### config.mk
export PLATFORM = sky130hd
export DESIGN_NAME = mips_mc_controller_p
export DESIGN_NICKNAME = d
export VERILOG_FILES = /design/src/rtl/mips_mc_controller_p.sv
export SDC_FILE = /design/constraint.sdc
export NUM_CORES = 1
export LEC_CHECK = 0
export BUFFER_PORTS_ARGS = -buffer_cell sky130_fd_sc_hd__buf_2
export CAP_MARGIN = 15
export CORE_UTILIZATION = 50
export DETAILED_ROUTE_END_ITERATION = 7
export PLACE_DENSITY = 0.83
export SLEW_MARGIN = 20
export SYNTH_ARGS = -nofsm -noshare
export SYNTH_HDL_FRONTEND = slang
export SYNTH_SLANG_ARGS = --single-unit
### constraint.sdc
create_clock -name clk_i -period 2 [get_ports clk_i]
set_input_delay 0.1 -clock clk_i [delete_from_list [all_inputs] [get_ports clk_i]]
set_output_delay 0.1 -clock clk_i [all_outputs]
set_load 0.03 [all_outputs]
### src/rtl/mips_mc_controller_p.sv
// Multicycle MIPS control FSM with memory wait-state handshake, optional memory
// timeout, illegal-instruction trap, and cycle / retired-instruction counters.
module mips_mc_controller_p #(
    parameter int CNT_W       = 32,
    parameter int MEM_TIMEOUT = 0,
    parameter int TO_W        = 8
) (
    input  logic             clk_i,
    input  logic             rst_ni,
    input  logic [5:0]       opcode_i,
    input  logic [5:0]       funct_i,
    input  logic             zero_i,
    input  logic             mem_ready_i,
    output logic             pc_write_o,
    output logic             pc_write_cond_o,
    output logic             iord_o,
    output logic             mem_read_o,
    output logic             mem_write_o,
    output logic             ir_write_o,
    output logic             reg_write_o,
    output logic             alu_src_a_o,
    output logic [1:0]       reg_dst_o,
    output logic [1:0]       mem_to_reg_o,
    output logic [1:0]       alu_src_b_o,
    output logic [1:0]       pc_src_o,
    output logic [2:0]       alu_op_o,
    output logic             illegal_o,
    output logic             mem_err_o,
    output logic [CNT_W-1:0] cycle_cnt_o,
    output logic [CNT_W-1:0] retired_cnt_o,
    output logic [3:0]       state_o
);

    // state  | meaning
    // FETCH  | read instruction at PC, PC <= PC+4 when memory ready
    // DECODE | branch target into ALUOut, dispatch on opcode
    // MEMADR | compute lw/sw effective address
    // MEMRD  | data read, waits for mem_ready
    // MEMWB  | load data into rt
    // MEMWR  | data write, waits for mem_ready
    // EXEC   | R-type ALU operation
    // RWB    | R-type result into rd
    // BRANCH | beq/bne compare and conditional PC update
    // JUMP   | j
    // JAL    | jal: PC <= target, $31 <= PC
    // IEXEC  | addi/slti ALU operation
    // IWB    | immediate result into rt
    // TRAP   | illegal instruction or memory timeout, held until reset
    typedef enum logic [3:0] {
        S_FETCH  = 4'd0,
        S_DECODE = 4'd1,
        S_MEMADR = 4'd2,
        S_MEMRD  = 4'd3,
        S_MEMWB  = 4'd4,
        S_MEMWR  = 4'd5,
        S_EXEC   = 4'd6,
        S_RWB    = 4'd7,
        S_BRANCH = 4'd8,
        S_JUMP   = 4'd9,
        S_JAL    = 4'd10,
        S_IEXEC  = 4'd11,
        S_IWB    = 4'd12,
        S_TRAP   = 4'd13
    } state_e;

    localparam logic [5:0] OP_RTYPE = 6'b000000;
    localparam logic [5:0] OP_LW    = 6'b100011;
    localparam logic [5:0] OP_SW    = 6'b101011;
    localparam logic [5:0] OP_BEQ   = 6'b000100;
    localparam logic [5:0] OP_BNE   = 6'b000101;
    localparam logic [5:0] OP_J     = 6'b000010;
    localparam logic [5:0] OP_JAL   = 6'b000011;
    localparam logic [5:0] OP_ADDI  = 6'b001000;
    localparam logic [5:0] OP_SLTI  = 6'b001010;

    localparam logic [5:0] FN_ADD = 6'b100000;
    localparam logic [5:0] FN_SUB = 6'b100010;
    localparam logic [5:0] FN_AND = 6'b100100;
    localparam logic [5:0] FN_OR  = 6'b100101;
    localparam logic [5:0] FN_SLT = 6'b101010;

    localparam logic [2:0] ALU_ADD = 3'b010;
    localparam logic [2:0] ALU_SUB = 3'b110;
    localparam logic [2:0] ALU_AND = 3'b000;
    localparam logic [2:0] ALU_OR  = 3'b001;
    localparam logic [2:0] ALU_SLT = 3'b111;

    localparam bit TO_EN = (MEM_TIMEOUT > 0);
    // Timeout fires during the MEM_TIMEOUT-th consecutive low cycle, i.e. when
    // MEM_TIMEOUT-1 low cycles have already been counted.
    localparam logic [TO_W-1:0] TO_LAST = TO_EN ? TO_W'(MEM_TIMEOUT - 1) : '0;

    state_e           state_q, state_d;
    logic [TO_W-1:0]  wait_q, wait_d;
    logic [CNT_W-1:0] cycle_q, cycle_d;
    logic [CNT_W-1:0] retired_q, retired_d;
    logic             illegal_q, illegal_d;
    logic             mem_err_q, mem_err_d;

    logic             mem_wait;
    logic             timeout_hit;
    logic             retire;
    logic             set_illegal;
    logic             funct_ok;
    logic [2:0]       funct_alu;

    always_comb begin
        funct_ok  = 1'b1;
        funct_alu = ALU_ADD;
        case (funct_i)
            FN_ADD:  funct_alu = ALU_ADD;
            FN_SUB:  funct_alu = ALU_SUB;
            FN_AND:  funct_alu = ALU_AND;
            FN_OR:   funct_alu = ALU_OR;
            FN_SLT:  funct_alu = ALU_SLT;
            default: funct_ok  = 1'b0;
        endcase
    end

    assign mem_wait    = ((state_q == S_FETCH) || (state_q == S_MEMRD) || (state_q == S_MEMWR))
                         && !mem_ready_i;
    assign timeout_hit = TO_EN && mem_wait && (wait_q == TO_LAST);

    // State register and bookkeeping
    always_ff @(posedge clk_i or negedge rst_ni) begin
        if (!rst_ni) begin
            state_q   <= S_FETCH;
            wait_q    <= '0;
            cycle_q   <= '0;
            retired_q <= '0;
            illegal_q <= 1'b0;
            mem_err_q <= 1'b0;
        end else begin
            state_q   <= state_d;
            wait_q    <= wait_d;
            cycle_q   <= cycle_d;
            retired_q <= retired_d;
            illegal_q <= illegal_d;
            mem_err_q <= mem_err_d;
        end
    end

    // Next-state logic
    always_comb begin
        state_d     = state_q;
        retire      = 1'b0;
        set_illegal = 1'b0;
        case (state_q)
            S_FETCH: begin
                if (timeout_hit)      state_d = S_TRAP;
                else if (mem_ready_i) state_d = S_DECODE;
            end
            S_DECODE: begin
                case (opcode_i)
                    OP_RTYPE:        state_d = S_EXEC;
                    OP_LW, OP_SW:    state_d = S_MEMADR;
                    OP_BEQ, OP_BNE:  state_d = S_BRANCH;
                    OP_J:            state_d = S_JUMP;
                    OP_JAL:          state_d = S_JAL;
                    OP_ADDI, OP_SLTI: state_d = S_IEXEC;
                    default: begin
                        state_d     = S_TRAP;
                        set_illegal = 1'b1;
                    end
                endcase
            end
            S_MEMADR: state_d = (opcode_i == OP_LW) ? S_MEMRD : S_MEMWR;
            S_MEMRD: begin
                if (mem_ready_i)      state_d = S_MEMWB;
                else if (timeout_hit) state_d = S_TRAP;
            end
            S_MEMWB: begin
                state_d = S_FETCH;
                retire  = 1'b1;
            end
            S_MEMWR: begin
                if (mem_ready_i) begin
                    state_d = S_FETCH;
                    retire  = 1'b1;
                end else if (timeout_hit) begin
                    state_d = S_TRAP;
                end
            end
            S_EXEC: begin
                if (funct_ok) begin
                    state_d = S_RWB;
                end else begin
                    state_d     = S_TRAP;
                    set_illegal = 1'b1;
                end
            end
            S_RWB, S_BRANCH, S_JUMP, S_JAL, S_IWB: begin
                state_d = S_FETCH;
                retire  = 1'b1;
            end
            S_IEXEC: state_d = S_IWB;
            S_TRAP:  state_d = S_TRAP;
            default: state_d = S_FETCH;
        endcase
    end

    always_comb begin
        wait_d    = (mem_wait && (state_d == state_q)) ? wait_q + 1'b1 : '0;
        cycle_d   = (state_q != S_TRAP) ? cycle_q + 1'b1 : cycle_q;
        retired_d = retire ? retired_q + 1'b1 : retired_q;
        illegal_d = illegal_q | set_illegal;
        mem_err_d = mem_err_q | timeout_hit;
    end

    // Output logic
    always_comb begin
        pc_write_o      = 1'b0;
        pc_write_cond_o = 1'b0;
        iord_o          = 1'b0;
        mem_read_o      = 1'b0;
        mem_write_o     = 1'b0;
        ir_write_o      = 1'b0;
        reg_write_o     = 1'b0;
        alu_src_a_o     = 1'b0;
        reg_dst_o       = 2'd0;
        mem_to_reg_o    = 2'd0;
        alu_src_b_o     = 2'd0;
        pc_src_o        = 2'd0;
        alu_op_o        = ALU_AND;
        case (state_q)
            S_FETCH: begin
                mem_read_o  = 1'b1;
                alu_src_b_o = 2'd1;
                alu_op_o    = ALU_ADD;
                ir_write_o  = mem_ready_i;
                pc_write_o  = mem_ready_i;
            end
            S_DECODE: begin
                alu_src_b_o = 2'd3;
                alu_op_o    = ALU_ADD;
            end
            S_MEMADR: begin
                alu_src_a_o = 1'b1;
                alu_src_b_o = 2'd2;
                alu_op_o    = ALU_ADD;
            end
            S_MEMRD: begin
                mem_read_o = 1'b1;
                iord_o     = 1'b1;
            end
            S_MEMWB: begin
                mem_to_reg_o = 2'd1;
                reg_write_o  = 1'b1;
            end
            S_MEMWR: begin
                mem_write_o = 1'b1;
                iord_o      = 1'b1;
            end
            S_EXEC: begin
                alu_src_a_o = 1'b1;
                alu_op_o    = funct_ok ? funct_alu : ALU_AND;
            end
            S_RWB: begin
                reg_dst_o   = 2'd1;
                reg_write_o = 1'b1;
            end
            S_BRANCH: begin
                alu_src_a_o     = 1'b1;
                alu_op_o        = ALU_SUB;
                pc_src_o        = 2'd1;
                pc_write_cond_o = (opcode_i == OP_BNE) ? !zero_i : zero_i;
            end
            S_JUMP: begin
                pc_src_o   = 2'd2;
                pc_write_o = 1'b1;
            end
            S_JAL: begin
                pc_src_o     = 2'd2;
                pc_write_o   = 1'b1;
                reg_dst_o    = 2'd2;
                mem_to_reg_o = 2'd2;
                reg_write_o  = 1'b1;
            end
            S_IEXEC: begin
                alu_src_a_o = 1'b1;
                alu_src_b_o = 2'd2;
                alu_op_o    = (opcode_i == OP_SLTI) ? ALU_SLT : ALU_ADD;
            end
            S_IWB: begin
                reg_write_o = 1'b1;
            end
            default: ;
        endcase
        // Architectural write strobes must stay quiet for the whole reset pulse
        if (!rst_ni) begin
            pc_write_o  = 1'b0;
            ir_write_o  = 1'b0;
            reg_write_o = 1'b0;
            mem_write_o = 1'b0;
        end
    end

    assign illegal_o     = illegal_q;
    assign mem_err_o     = mem_err_q;
    assign cycle_cnt_o   = cycle_q;
    assign retired_cnt_o = retired_q;
    assign state_o       = state_q;

endmodule
## After elaboration in Yosys (flattened, before gate mapping)

Index checks and enable logic that the tools add are counted.
Widths: inputs -> output; s select.

| storage, ports and cells | value |
|---|---|
| logic and storage cells | 88 |
| flip-flop bits (word level) | 69 |
| input port bits | 16 |
| output and inout port bits | 89 |

| operators by class | value |
|---|---|
| add/subtract/negate cells | 2 |
| reductions and logical operators | 17 |
| muxes and demuxes | 34 |
| bitwise operators | 1 |
| equality and inequality tests | 30 |

Operators with widths:

| operator | number |
|---|---|
| $add 32x1->32 const B | 2 |
| $eq 6x6->1 const B | 7 |
| $pmux 4 s8 | 1 |
| $eq 4x4->1 const B | 6 |
| $pmux 3 s4 | 2 |
| $pmux 4 s6 | 1 |
| $eq 4x3->1 const B | 4 |
| $mux 1 | 16 |
| $mux 4 | 4 |
| $reduce_or 2->1 | 7 |
| $eq 6x2->1 const B | 2 |
| $eq 6x3->1 const B | 2 |
| $eq 6x4->1 const B | 2 |
| $pmux 2 s2 | 3 |
| $mux 3 | 3 |
| $reduce_or 9->1 | 1 |
| $eq 4x2->1 const B | 2 |
| $reduce_or 4->1 | 2 |
| $logic_not 6->1 | 1 |
| $ne 2x2->1 const B | 3 |
| $pmux 1 s2 | 3 |
| $pmux 2 s3 | 1 |
| $reduce_or 6->1 | 1 |
| $reduce_or 5->1 | 1 |
| other kinds (7) | 7 |

## Logic depth before layout (Yosys ltp)

| depth | value |
|---|---|
| depth after elaboration | 6 |
| gate-level depth with buffers | 7 |
| depth with buffers taken out | 6 |

## Worst setup path after synthesis

Ideal clock, no wire load.

| timing path | value |
|---|---|
| kind | reg-to-output |
| start point | register state_q[0] (netlist: state_o[0]) |
| end point | output port reg_write_o |
| stages on the path, launching flop included | 7 |
| arrival time | 1,995 ps |
| required time | 1,900 ps |
| buffers on the path | 2 |
| slack | -95 ps |
| path through | dfrtp_1 buf_2 nand2b_1 buf_2 nor2_1 a21oi_1 nor2_1 |

| between the ends | value |
|---|---|
| longest elaborated chain between the ends | 4 |
| elaborated cells on any way between the ends | 7 |

RTL lines:

| what | line | text |
|---|---|---|
| from (decl) | 93 | `state_e state_q, state_d;` |
| from (signal assigned) | 134 | `state_q <= state_d;` |
| $eq 4x3->1 or $eq 4x4->1 (tied branches) | 225 | `case (state_q)` |
| $reduce_or 4->1 (no source line) * | - |  |
| $mux 1 * | 225 |  |
| $mux 1 * | 290 | `if (!rst_ni) begin` |
| to (decl) | 20 | `output logic reg_write_o,` |

Every way passes the cells marked *; elsewhere a longest branch is shown, timed or not.

## Worst setup path in the final report

| timing path | value |
|---|---|
| start point | register state_q[0] (netlist: state_o[0]) |
| end point | output port alu_op_o[0] |

| between the ends | value |
|---|---|
| longest elaborated chain between the ends | 3 |
| elaborated cells on any way between the ends | 8 |

RTL lines:

| what | line | text |
|---|---|---|
| $eq 4x1->1, or another cell as far along | 225 |  |
| $reduce_or 3->1 (no source line) | - |  |
| $pmux 3 s4 * | 225 |  |
| to (decl) | 26 | `output logic [2:0] alu_op_o,` |

Marks and branches as above.

==> summary.txt <==
Status
  • Status: complete, no violations

Hold path
  • Hold path depth: 4
  • Hold WC Path Type: in2reg

Finish
  • Final net count: 522
  • P&R area growth vs syn: 24.0%
  • Register area: 0.00173 mm^2
  • Count of non-filler cells in the finished layout: 607
  • Post-Route Utilization: 64.8%
  • N_diodes: 0
  • Fillers: 582
  • Layout cells sized above 1: 32.5%
  • Most frequent cells in the layout: 102 x buf_2, 67 x dfrtp_1, 45 x nand2_1, 44 x xnor2_1, 25 x nor2_1
  • Most common cell after layout, fill and taps aside: buf_2
  • Area of the multi-input gates: 0.00201 mm^2

Synthesis
  • Yosys top cell area share: 45.1%
  • Post-synth EDFFs: 0
  • Area leader, netlist: dfrtp_1
  • Async S/R FF share, synth: 100%
  • Top post-synthesis cells by area: dfrtp_1 45%, xnor2_1 10%, xor2_1 4.8%, nand2_1 4.4%, nand4_1 2.8%
  • Mapped cell area: 0.00383 mm^2
  • Post-synthesis sequential area ratio: 45.1%
  • Cell variety after synth: 60
  • Number of synthesis warnings: 0
  • Synth Area per Inst: 9.84 um^2
  • Mapped Nets: 407
  • Top_reg_cell synth: dfrtp_1
  • Mapped Cells: 389
  • FF+latch count, synth: 69

STA
  • Fin crit share: 96.1%
  • Top achievable clock speed: 520 MHz
  • Number of max-slew violations in the final report: 0
  • Worst slew pin tran: 0.836 ns
  • Worst Slack Setup Final: 0.0784 ns
  • Fin crit period: 1.92 ns
  • Final setup vio count: 0
  • Skew final: 0.0136 ns
  • Final Hold Slack: 0.130 ns
  • Slew margin rel.: 44.3%
  • Final Hold Viols: 0

Routing
  • Via count: 3283
  • Initial DRC Count: 157
  • WL final: 8.80 mm
  • Wire per inst: 14.5 um
  • Routed vias/inst: 5.41
  • Pre-antenna DRT Iters: 4
  • DR DRC count: 0
  • Post-DRT Antenna Nets: 0

Floorplanning
  • DIE HEIGHT: 89.5 um
  • I/O pin count: 105
  • Die area: 0.00801 mm^2
  • Die Wd: 89.5 um
  • Core region area: 0.00733 mm^2
  • FP Rows: 31
  • Starting Density: 52.2%

Worst setup path
  • CP Capture Type: output pin
  • CP max stage cell: dfrtp_2
  • Critical path buffers and inverters: 2
  • Levels on crit path: 5
  • CP arrival: 1.82 ns
  • Kind of start point of the critical path: flop
  • CP max stage delay: 0.49 ns
  • Worst Reg-to-Reg Cells: 5
  • Most frequent CP cell: buf_4
  • CP required: 1.90 ns
  • Cell family with most CP delay: flip-flops
  • Ordered list of cells on the worst path: nand2b_4 > buf_4 > or2_2 > o21bai_1 > buf_4
  • Critical path type: reg2out
  • Max Fanout on Critical Path: 11

Power and ir drop
  • Static leakage: 2.31 nW
  • Gate power share: 41.3%
  • Pwr/cell area: 1050 mW/mm^2
  • Total Power: 4.96 mW
  • Part of the power in registers: 36.7%
  • Clock power frac: 21.9%
  • Sw Share: 43.2%
  • P_int: 2.82 mW
  • Worst VDD drop: 886 uV
  • Psw: 2.14 mW

CTS
  • Clock latency on the worst-skew pair: 0.34 ns
  • Sink Count: 69
  • CTS tree: built
  • CTS Buf Count: 9
  • Root Driver: clkbuf_8
  • Clock Tree Buf Depth: 2
  • H-tree levels: 3
  • Worst-path clk slew: 0.07 ns
  • Post-CTS setup buffer count: 0

Placement
  • IO buf count: 103
  • Hpwl dp: 6.44 mm
  • GPL Wtd Cong: 0.869
  • Total placed cells including tap cells: 591
  • DP Worst Slack: 0.0998 ns

GRT
  • Initial antenna violation count: 0
  • Largest net degree at the start of global routing: 69
  • Number of global-route vias before repair: 3025
  • GR Util All Layers: 22.6%
  • Grt ovf: 0
  • First-pass GRT wire length: 14.0 mm

Job
  • Max_cap viols: 0
## cell type report
type / instances / share of cell area, %
Clock buffer: 9 / 2.61
Clock inverter: 6 / 1.34
Inverter: 11 / 0.870
Multi-Input combinational cell: 293 / 42.4
Sequential cell: 69 / 36.4
Tap cell: 99 / 2.61
Timing Repair Buffer: 120 / 13.7
## final timing paths
path / from / end / slack [ns]
hold reg to reg: cycle_cnt_o[31] / cycle_cnt_o[31] / 0.46
setup reg to reg: state_o[3] / retired_cnt_o[29] / 0.16
max in group asynchronous: rst_ni / retired_cnt_o[0] / 0.78
hold / removal: opcode_i[4] / state_o[1] / 0.13
min in group asynchronous: rst_ni / illegal_o / 0.14
setup / recovery: state_o[0] / alu_op_o[0] / 0.08
## repair_timing
action / in CTS / in global routing
gates resized for setup: 2 / 5
hold endpoints to repair: 1 / 0
endpoints found under the setup margin: 1 / 5
hold buffers: 1 / 0
gates cloned: 0 / 0
## sequential cells by signal (all words and copies together) (netlist names)
name	count
retired_cnt_o	32
illegal_o	1
state_o	4
cycle_cnt_o	32
## cells by family after synthesis
group	count (synthesis)	share of synthesized area, %
simple gates	172	24.5
other cells	1	0.0979
mux	2	0.588
compound gates	51	11.1
fa+ha+maj	2	0.653
flops	69	45.1
buf+inv	27	3.10
xor+xnor	65	14.9
## cells in the mapped netlist (3+ instances only)
library cell	instances
xnor2_1	44
nand3_1	20
and3_1	10
a211oi_1	6
buf_4	3
nor2_1	28
inv_1	11
nor2b_1	3
clkbuf_1	6
nand4_1	17
a21oi_1	9
and4_1	7
xor2_1	21
nand2b_1	6
nand2_1	45
dfrtp_1	69
nor3_1	14
buf_2	5
o21ai_0	9
nor3_2	3
## stage by stage
stage | TNS (ns) | instance area (um^2)
final | 0 | 4750
after global routing | -0.00310 | 4750
after CTS | 0 | 4730
after detailed placement | 0 | 4530
after global placement | 0 | 4530
after floorplan | 0 | 3840
## metal layers
layer	wire length, um	GRT usage, %
met5	0	0
met4	57	3.75
met3	366	5.91
met2	4310	39.8
met1	4060	28.5
## tightest hold or removal path, cell delays in order
cell,delay (ns)
buf_2,0.11
nor2_1,0.08
nand3_1,0.07
nand2_1,0.05
## power groups by stage
| stage | clock [mW] | combinational [mW] | sequential, mW |
|---|---|---|---|
| global placement | 0 | 2.00 | 1.82 |
| global route | 1.19 | 2.21 | 1.85 |
| detailed placement | 0 | 2.02 | 1.84 |
| CTS | 1.12 | 2.03 | 1.81 |
| finish | 1.09 | 2.05 | 1.82 |
| floorplan | 0 | 1.18 | 2.07 |
Note: power is estimated with default switching activity, not from simulation.
